## config.mk

```make
export PLATFORM = sky130hd
export DESIGN_NAME = port_arbiter_flat
export DESIGN_NICKNAME = d
export VERILOG_FILES = /design/src/rtl/port_arbiter_if.sv /design/src/rtl/port_arbiter.sv /design/src/flat_wrapper.sv
export SDC_FILE = /design/constraint.sdc
export NUM_CORES = 1
export LEC_CHECK = 0
export BUFFER_PORTS_ARGS = -buffer_cell sky130_fd_sc_hd__buf_2
export CAP_MARGIN = 20
export CORE_MARGIN = 2
export CORE_UTILIZATION = 45
export DETAILED_ROUTE_END_ITERATION = 10
export PLACE_DENSITY = 0.75
export RECOVER_POWER = 50
export SYNTH_ARGS = -nofsm -noshare
export SYNTH_HDL_FRONTEND = slang
export SYNTH_SLANG_ARGS = --single-unit
export TNS_END_PERCENT = 30
```

## constraint.sdc

```tcl
create_clock -name clk -period 1.78 [get_ports clk]
set_clock_uncertainty 0.15 [all_clocks]
set_input_delay 0.356 -clock clk [delete_from_list [all_inputs] [get_ports clk]]
set_output_delay 0.356 -clock clk [all_outputs]
set_load 0.01 [all_outputs]
```

## src/rtl/port_arbiter_if.sv

```systemverilog
// Requester and port-side signal bundle for the two-master GPIO port arbiter.
// The master side drives requests and port read data; the arbiter owns the rest.
interface port_arbiter_if #(
    parameter int DATA_WIDTH = 8,
    parameter int ADDR_WIDTH = 2
) ();
    logic                  req0;
    logic                  req1;
    logic                  we0;
    logic                  we1;
    logic [ADDR_WIDTH-1:0] addr0;
    logic [ADDR_WIDTH-1:0] addr1;
    logic [DATA_WIDTH-1:0] wdata0;
    logic [DATA_WIDTH-1:0] wdata1;
    logic                  gnt0;
    logic                  gnt1;
    logic                  done0;
    logic                  done1;
    logic [DATA_WIDTH-1:0] rdata;
    logic                  busy;
    logic                  port_cs;
    logic                  port_we;
    logic                  port_oe;
    logic [ADDR_WIDTH-1:0] port_addr;
    logic [DATA_WIDTH-1:0] port_wdata;
    logic [DATA_WIDTH-1:0] port_rdata;

    modport master (
        output req0, req1, we0, we1, addr0, addr1, wdata0, wdata1, port_rdata,
        input  gnt0, gnt1, done0, done1, rdata, busy,
        input  port_cs, port_we, port_oe, port_addr, port_wdata
    );

    modport slave (
        input  req0, req1, we0, we1, addr0, addr1, wdata0, wdata1, port_rdata,
        output gnt0, gnt1, done0, done1, rdata, busy,
        output port_cs, port_we, port_oe, port_addr, port_wdata
    );
endinterface

```

## src/rtl/port_arbiter.sv

```systemverilog
// Round-robin arbiter for two single-word masters, sequencing each access to
// the GPIO port as SETUP/STROBE/HOLD. Every output is a flop fed from next-state.
module port_arbiter #(
    parameter int DATA_WIDTH = 8,
    parameter int ADDR_WIDTH = 2
) (
    input  logic           clk,
    input  logic           rst_n,
    port_arbiter_if.slave  bus
);
    typedef enum logic [1:0] {
        IDLE   = 2'd0,
        SETUP  = 2'd1,
        STROBE = 2'd2,
        HOLD   = 2'd3
    } state_e;

    state_e                state_q, state_d;
    logic                  owner_q, owner_d;
    logic                  last_q, last_d;
    logic                  we_q, we_d;
    logic [ADDR_WIDTH-1:0] addr_q, addr_d;
    logic [DATA_WIDTH-1:0] wdata_q, wdata_d;
    logic [DATA_WIDTH-1:0] rdata_q, rdata_d;
    logic                  busy_q, busy_d;
    logic                  gnt0_q, gnt0_d, gnt1_q, gnt1_d;
    logic                  done0_q, done0_d, done1_q, done1_d;
    logic                  cs_q, cs_d, pwe_q, pwe_d, poe_q, poe_d;
    logic [ADDR_WIDTH-1:0] paddr_q, paddr_d;
    logic [DATA_WIDTH-1:0] pwdata_q, pwdata_d;
    logic                  win_s;
    logic                  active_s;

    // Requester 1 wins when it is alone or when requester 0 held the previous grant.
    assign win_s = bus.req1 & (~bus.req0 | ~last_q);

    // Next-state, holding-register capture and next output values.
    always_comb begin
        state_d = state_q;
        owner_d = owner_q;
        last_d  = last_q;
        we_d    = we_q;
        addr_d  = addr_q;
        wdata_d = wdata_q;
        rdata_d = rdata_q;
        case (state_q)
            IDLE: begin
                if (bus.req0 | bus.req1) begin
                    state_d = SETUP;
                    owner_d = win_s;
                    last_d  = win_s;
                    we_d    = win_s ? bus.we1    : bus.we0;
                    addr_d  = win_s ? bus.addr1  : bus.addr0;
                    wdata_d = win_s ? bus.wdata1 : bus.wdata0;
                end else begin
                    state_d = IDLE;
                end
            end
            SETUP:  state_d = STROBE;
            STROBE: begin
                state_d = HOLD;
                if (!we_q) begin
                    rdata_d = bus.port_rdata;
                end else begin
                    rdata_d = rdata_q;
                end
            end
            HOLD:    state_d = IDLE;
            default: state_d = IDLE;
        endcase

        active_s = (state_d != IDLE);
        busy_d   = active_s;
        gnt0_d   = active_s & ~owner_d;
        gnt1_d   = active_s & owner_d;
        done0_d  = (state_d == HOLD) & ~owner_d;
        done1_d  = (state_d == HOLD) & owner_d;
        cs_d     = active_s;
        pwe_d    = (state_d == STROBE) & we_d;
        poe_d    = (state_d == STROBE) & ~we_d;
        paddr_d  = active_s ? addr_d  : {ADDR_WIDTH{1'b0}};
        pwdata_d = active_s ? wdata_d : {DATA_WIDTH{1'b0}};
    end

    // State, holding registers and registered outputs; reset clears strobes immediately.
    always_ff @(posedge clk or negedge rst_n) begin
        if (!rst_n) begin
            state_q  <= IDLE;
            owner_q  <= 1'b0;
            last_q   <= 1'b1;
            we_q     <= 1'b0;
            addr_q   <= {ADDR_WIDTH{1'b0}};
            wdata_q  <= {DATA_WIDTH{1'b0}};
            rdata_q  <= {DATA_WIDTH{1'b0}};
            busy_q   <= 1'b0;
            gnt0_q   <= 1'b0;
            gnt1_q   <= 1'b0;
            done0_q  <= 1'b0;
            done1_q  <= 1'b0;
            cs_q     <= 1'b0;
            pwe_q    <= 1'b0;
            poe_q    <= 1'b0;
            paddr_q  <= {ADDR_WIDTH{1'b0}};
            pwdata_q <= {DATA_WIDTH{1'b0}};
        end else begin
            state_q  <= state_d;
            owner_q  <= owner_d;
            last_q   <= last_d;
            we_q     <= we_d;
            addr_q   <= addr_d;
            wdata_q  <= wdata_d;
            rdata_q  <= rdata_d;
            busy_q   <= busy_d;
            gnt0_q   <= gnt0_d;
            gnt1_q   <= gnt1_d;
            done0_q  <= done0_d;
            done1_q  <= done1_d;
            cs_q     <= cs_d;
            pwe_q    <= pwe_d;
            poe_q    <= poe_d;
            paddr_q  <= paddr_d;
            pwdata_q <= pwdata_d;
        end
    end

    assign bus.busy       = busy_q;
    assign bus.gnt0       = gnt0_q;
    assign bus.gnt1       = gnt1_q;
    assign bus.done0      = done0_q;
    assign bus.done1      = done1_q;
    assign bus.rdata      = rdata_q;
    assign bus.port_cs    = cs_q;
    assign bus.port_we    = pwe_q;
    assign bus.port_oe    = poe_q;
    assign bus.port_addr  = paddr_q;
    assign bus.port_wdata = pwdata_q;
endmodule
```

## src/flat_wrapper.sv

```systemverilog
// flat-port wrapper written by rule: the top's interface ports become plain ports
module port_arbiter_flat 
#(
    parameter int DATA_WIDTH = 8,
    parameter int ADDR_WIDTH = 2
)
  (clk, rst_n, bus_req0, bus_req1, bus_we0, bus_we1, bus_addr0, bus_addr1, bus_wdata0, bus_wdata1, bus_port_rdata, bus_gnt0, bus_gnt1, bus_done0, bus_done1, bus_rdata, bus_busy, bus_port_cs, bus_port_we, bus_port_oe, bus_port_addr, bus_port_wdata);
  port_arbiter_if #(.DATA_WIDTH(DATA_WIDTH), .ADDR_WIDTH(ADDR_WIDTH)) bus_i ();
  input  logic clk;
  input  logic rst_n;
  input wire logic [$bits(bus_i.req0)-1:0] bus_req0;
  input wire logic [$bits(bus_i.req1)-1:0] bus_req1;
  input wire logic [$bits(bus_i.we0)-1:0] bus_we0;
  input wire logic [$bits(bus_i.we1)-1:0] bus_we1;
  input wire logic [$bits(bus_i.addr0)-1:0] bus_addr0;
  input wire logic [$bits(bus_i.addr1)-1:0] bus_addr1;
  input wire logic [$bits(bus_i.wdata0)-1:0] bus_wdata0;
  input wire logic [$bits(bus_i.wdata1)-1:0] bus_wdata1;
  input wire logic [$bits(bus_i.port_rdata)-1:0] bus_port_rdata;
  output wire logic [$bits(bus_i.gnt0)-1:0] bus_gnt0;
  output wire logic [$bits(bus_i.gnt1)-1:0] bus_gnt1;
  output wire logic [$bits(bus_i.done0)-1:0] bus_done0;
  output wire logic [$bits(bus_i.done1)-1:0] bus_done1;
  output wire logic [$bits(bus_i.rdata)-1:0] bus_rdata;
  output wire logic [$bits(bus_i.busy)-1:0] bus_busy;
  output wire logic [$bits(bus_i.port_cs)-1:0] bus_port_cs;
  output wire logic [$bits(bus_i.port_we)-1:0] bus_port_we;
  output wire logic [$bits(bus_i.port_oe)-1:0] bus_port_oe;
  output wire logic [$bits(bus_i.port_addr)-1:0] bus_port_addr;
  output wire logic [$bits(bus_i.port_wdata)-1:0] bus_port_wdata;
  assign bus_i.req0 = bus_req0;
  assign bus_i.req1 = bus_req1;
  assign bus_i.we0 = bus_we0;
  assign bus_i.we1 = bus_we1;
  assign bus_i.addr0 = bus_addr0;
  assign bus_i.addr1 = bus_addr1;
  assign bus_i.wdata0 = bus_wdata0;
  assign bus_i.wdata1 = bus_wdata1;
  assign bus_i.port_rdata = bus_port_rdata;
  assign bus_gnt0 = bus_i.gnt0;
  assign bus_gnt1 = bus_i.gnt1;
  assign bus_done0 = bus_i.done0;
  assign bus_done1 = bus_i.done1;
  assign bus_rdata = bus_i.rdata;
  assign bus_busy = bus_i.busy;
  assign bus_port_cs = bus_i.port_cs;
  assign bus_port_we = bus_i.port_we;
  assign bus_port_oe = bus_i.port_oe;
  assign bus_port_addr = bus_i.port_addr;
  assign bus_port_wdata = bus_i.port_wdata;
  port_arbiter #(.DATA_WIDTH(DATA_WIDTH), .ADDR_WIDTH(ADDR_WIDTH)) u_core (.clk(clk), .rst_n(rst_n), .bus(bus_i));
endmodule
```

Word-level counts from Yosys, hierarchy flattened
Index checks and enable logic that the tools add are counted.
W data, S select, Z words.
- eq/ne operators: 5
- multiplexer cells: 15
- bitwise operators: 14
- reductions and logical operators: 4
- operator list (kind ; count):
    $mux W8 ; 4
    $eq A2 B2 Y1 const B ; 4
    $mux W2 ; 4
    $pmux W2 S4 ; 1
    $and A1 B1 Y1 ; 7
    $mux W1 ; 6
    $not A1 Y1 ; 5
    $reduce_and A2 Y1 ; 2
    $eq A2 B1 Y1 const B ; 1
    $logic_not A2 Y1 ; 1
    $or A1 B1 Y1 ; 2
    $reduce_bool A2 Y1 ; 1
- register bits after elaboration: 40
- input port bits: 34
- output and inout bits: 26
- logic and storage cells: 54

Logic depth before layout (Yosys ltp)
- depth after elaboration: 8
- mapped depth: 7
- depth with buffers taken out: 5

Worst setup path before layout
OpenSTA, ideal clock, no wires.
- kind: reg2reg
- start point: register u_core.state_q[0]
- end point: register u_core.wdata_q[0]
- setup time: 0.131 ns
- arrival: 1.509 ns
- data required time: 1.499 ns
- setup slack: -0.010 ns
- cell stages (with the launch flop): 8
- buffers on the path: 2
- clock period less this slack: 1.790 ns
- cells stage by stage: dfrtp_1 -> inv_1 -> ha_1 -> buf_6 -> and2_4 -> buf_6 -> and3_4 -> or3_1
- word-level cells in the longest chain between the ends: 2
- RTL lines (element ; line ; RTL):
    start, declared ; port_arbiter.sv:18 ; state_e state_q, state_d;
    start signal, assigned ; port_arbiter.sv:106 ; state_q <= state_d;
    $logic_not A2 Y1 ; port_arbiter.sv:46 ; case (state_q)
    $mux W8 ; port_arbiter.sv:46 ;
    named net u_core.wdata_d[0] ; port_arbiter.sv:23 ; logic [DATA_WIDTH-1:0] wdata_q, wdata_d;
    end signal, assigned ; port_arbiter.sv:93 ; wdata_q <= {DATA_WIDTH{1'b0}};
    end signal, assigned ; port_arbiter.sv:111 ; wdata_q <= wdata_d;
    end, declared ; port_arbiter.sv:23 ;
The timed path passes the listed nets, and every way through them passes these cells.
A chain may end at the register's enable or synchronous reset.

Worst setup path in the final report
- start point: register u_core.state_q[0]
- end point: register u_core.addr_q[0]
- word-level cells in the longest chain between the ends: 2
- RTL lines (element ; line ; RTL):
    $logic_not A2 Y1 ; port_arbiter.sv:46 ;
    $mux W2 ; port_arbiter.sv:46 ;
    named net u_core.addr_d[0] ; port_arbiter.sv:22 ; logic [ADDR_WIDTH-1:0] addr_q, addr_d;
    end signal, assigned ; port_arbiter.sv:92 ; addr_q <= {ADDR_WIDTH{1'b0}};
    end signal, assigned ; port_arbiter.sv:110 ; addr_q <= addr_d;
    end, declared ; port_arbiter.sv:22 ;
The timed path passes the listed nets, and every way through them passes these cells.

==> impl_metrics.csv <==
group,metric,value,unit
critical_path,crit_slowest_cell,"dfrtp_1",
critical_path,crit_type,"reg2reg",
critical_path,crit_path_end_kind,"flip-flop",
routing,detail-route-antenna-nets,0,
sta,timing.fmax,600,MHz
sta,fin_ws,114,ps
power_and_ir_drop,combPwrFrac,0.450,
sta,hold_viol,0,
layout,area_growth,27.9,%
critical_path,required,1800,ps
layout,fin_area,0.00242,mm^2
logic_synthesis,synth_top_family_by_area,"simple AND/OR/NAND/NOR gates",
routing,drt_wl_total,4020,um
routing,dr.first_iter.drc_count,58,
flow_run,cap_violations,0,
logic_synthesis,synth_nets,214,
layout,fill_cells,359,
sta,finalCritPeriodShare,0.936,
die,start_util,0.470,
hold_path,worstHoldStart,"bus_port_rdata[0]",
clock_tree,cts_setup_buffers,0,
logic_synthesis,yosysWarnings,0,
global_route,grt_pass1_vias,1426,
power_and_ir_drop,p_per_area,1940,mW/mm^2
critical_path,reg2reg_from,"u_core.state_q[0]",
placement,portBuffers,59,
logic_synthesis,synth_mux_area_frac,0.0581,
routing,num_vias,1544,
logic_synthesis,synth_simple_gate_area_frac,0.175,
sta,period_needed,1670,ps
logic_synthesis,syn_area_per_cell,10.8,um^2
critical_path,crit_family,"simple AND/OR/NAND/NOR gates",
logic_synthesis,yosysTopAreaCellShare,0.515,
clock_tree,cts_buffers,5,
logic_synthesis,netlist_instances,175,
logic_synthesis,ys_types,37,
layout,n_antenna_cell,0,
routing,avgViaCountPerCell,5.34,
placement,place_inst,280,
logic_synthesis,ys_seq_area_frac,0.529,
hold_path,holdPathStages,2,
layout,finalNetCount,277,
die,boundaryPins,60,
logic_synthesis,synthTopCellsByArea,"dfrtp_1, mux2_1, o32a_1",
logic_synthesis,netlist_area,0.00190,mm^2
sta,tightestPinTransition,924,ps
clock_tree,cts.clk_slew.worst_paths,80,ps
die,die_w,68.9,um
die,fp.coreArea,0.00403,mm^2
logic_synthesis,synth-compound-area-share,0.144,
sta,finalSetupViolations,0,
hold_path,hp-class,"in2reg",
critical_path,crit_buf_inv,1,
clock_tree,clockBufferDepth,2,
hold_path,hold_end,"u_core.bus.rdata[0]",
power_and_ir_drop,clkPwrFrac,0.215,
sta,slew_violations,0,
logic_synthesis,synth_edf_count,0,
power_and_ir_drop,p_sw_frac,0.344,
critical_path,rr_endpoint,"u_core.addr_q[0]",
clock_tree,htreeDepth,2,
clock_tree,cts_num_sinks,40,
clock_tree,cts_tree,"done",
sta,hold_slack,125,ps
placement,post_dp_cell_area,0.00226,mm^2
routing,first_pass_iters,4,
placement,dp_hpwl,2950,um
sta,slew_headroom,0.384,
logic_synthesis,synthAdderAreaFrac,0.0330,
logic_synthesis,synth-xor-area-share,0,
sta,fin_tns_setup,0,ps
logic_synthesis,yosys.area.top_type,"dfrtp_1",
power_and_ir_drop,power.switching,1620,uW
power_and_ir_drop,pwr-share-seq,0.335,
critical_path,cp.arrival,1690,ps
critical_path,critPathMaxFanout,9,
global_route,grtUsageTotal,0.190,
logic_synthesis,async_reset_ff_frac,1.00,
power_and_ir_drop,p_int,3090,uW
die,rows,23,
critical_path,crit_chain,"inv_2 > ha_2 > and2_4 > and3_4 > or3_1",
global_route,grt_max_degree,28,
critical_path,rr_worst_depth,5,
routing,wl_per_cell,13.9,um
global_route,gr-total-overflow,0,
critical_path,critPathMaxStageDelay,380,ps
die,dieArea,0.00475,mm^2
critical_path,cp-start-kind,"flip-flop",
power_and_ir_drop,leakagePower,0.00116,uW
clock_tree,cts_root_buf,"clkbuf_8",
layout,layoutNonFillerInstCount,289,
global_route,grt_pass1_wl,6530,um
critical_path,rrSetupSlack,110,ps
placement,gp_congestion,0.776,
logic_synthesis,synth_seq_cells,40,
global_route,antenna_found_initial,0,
routing,drc,0,
logic_synthesis,synthFlopType,"dfrtp_1",
layout,layout-drive-gt1-share,0.318,
status,status,"finished clean",
power_and_ir_drop,vdd_drop_max,842,uV
die,die_h,68.9,um
clock_tree,worstSkewPairLatency,290,ps
sta,rsz0062_at_grt,"no",
placement,place_ws,68.8,ps
-- power groups by stage --
stage / Sequential [uW] / Clock, uW / Combinational [uW]
after floorplan: 1720 / 0 / 1290
after global placement: 1570 / 0 / 2090
after detailed placement: 1590 / 0 / 2140
after CTS: 1580 / 1040 / 2150
after global routing: 1630 / 1070 / 2390
final: 1580 / 1010 / 2120
-- registers in the layout, indices dropped and copies added (netlist names), 2 cells and up --
name and count:
u_core.bus.port_wdata 8, u_core.bus.rdata 8, u_core.wdata_q 8, u_core.addr_q 2, u_core.bus.port_addr 2, u_core.state_q 2
-- worst max-delay path by stage --
stage                           start                 to  cells past startpoint
floorplan           u_core.state_q[0]  u_core.wdata_q[0]                      7
CTS                 u_core.state_q[0]   u_core.addr_q[0]                      5
global route        u_core.state_q[0]  u_core.wdata_q[5]                      5
global placement             bus_req1   u_core.addr_q[0]                      4
finish              u_core.state_q[0]   u_core.addr_q[0]                      5
detailed placement           bus_req1   u_core.addr_q[0]                      4
-- placed cells by master (no fill, tap or decap), drive strengths merged --
cell          n
and3          8
o21a          1
dfstp         1
a31oi         2
a21bo         1
nor2b         3
ha            5
buf          54
bufinv        3
or3           8
mux2          8
clkbuf       18
dlygate4sd3   1
o32a          8
a21oi        12
o22ai         8
inv          11
a31o          1
nand3         8
mux2i         2
a311oi        2
nand2b        9
o21ba         1
and2          2
nor3b         2
nand2        13
nor2          6
o21ai         1
a21boi        1
dfrtp        39
-- cells in the mapped netlist, types with 2 or more instances --
| cell type | number |
|---|---|
| nor2_1 | 5 |
| mux2i_1 | 2 |
| nand3_1 | 8 |
| and3_1 | 6 |
| a31oi_1 | 2 |
| o32a_1 | 8 |
| nor3b_1 | 2 |
| buf_6 | 2 |
| buf_2 | 6 |
| a311oi_1 | 2 |
| ha_1 | 5 |
| inv_1 | 10 |
| nand2b_1 | 8 |
| a21oi_1 | 11 |
| nor2b_1 | 3 |
| buf_4 | 2 |
| nand2_1 | 13 |
| mux2_1 | 8 |
| o22ai_1 | 8 |
| and3_4 | 2 |
| dfrtp_1 | 39 |
| or3_1 | 8 |
-- area by class of cell --
type | count | area, um^2 | area share
flip-flops and latches | 40 | 1000 | 0.413
multi-input cells | 112 | 786 | 0.324
repair buffers | 68 | 374 | 0.154
clock buffers | 5 | 68.8 | 0.0284
inverters | 11 | 41.3 | 0.0170
well taps | 50 | 62.6 | 0.0258
clock inverters | 3 | 90.1 | 0.0372
-- logic make-up after synthesis --
| logic type | after synthesis |
|---|---|
| and+or+nand+nor | 59 |
| muxes | 10 |
| DFF | 40 |
| AOI/OAI and AO/OA | 38 |
| adders and majority gates | 5 |
| buffers and inverters | 23 |
-- stage by stage --
step	total power, uW	util
after global placement	3660	0.562
after CTS	4770	0.604
after global routing	5080	0.602
final	4710	0.602
after floorplan	3000	-
after detailed placement	3740	0.562
-- worst register-to-register path, stage by stage, from the launching register on --
cell and delay, ps:
dfrtp_1 380, inv_2 70, ha_2 210, and2_4 190, and3_4 180, or3_1 370
-- routing by layer --
metal  vias to the layer above  GRT usage  share of wire
met4                         0     0.0686          0.012
met1                       736      0.241           0.44
met5                         -          0              0
li1                        737          -              -
met3                         7     0.0487          0.072
met2                        64      0.315           0.48
-- repair_timing --
item                                   in CTS  in global routing
resized for setup                           0                  3
hold buffers                                1                  0
endpoints found under the hold margin      12                  0
setup endpoints to repair                   0                  9
Power figures use the tool's default switching activity.
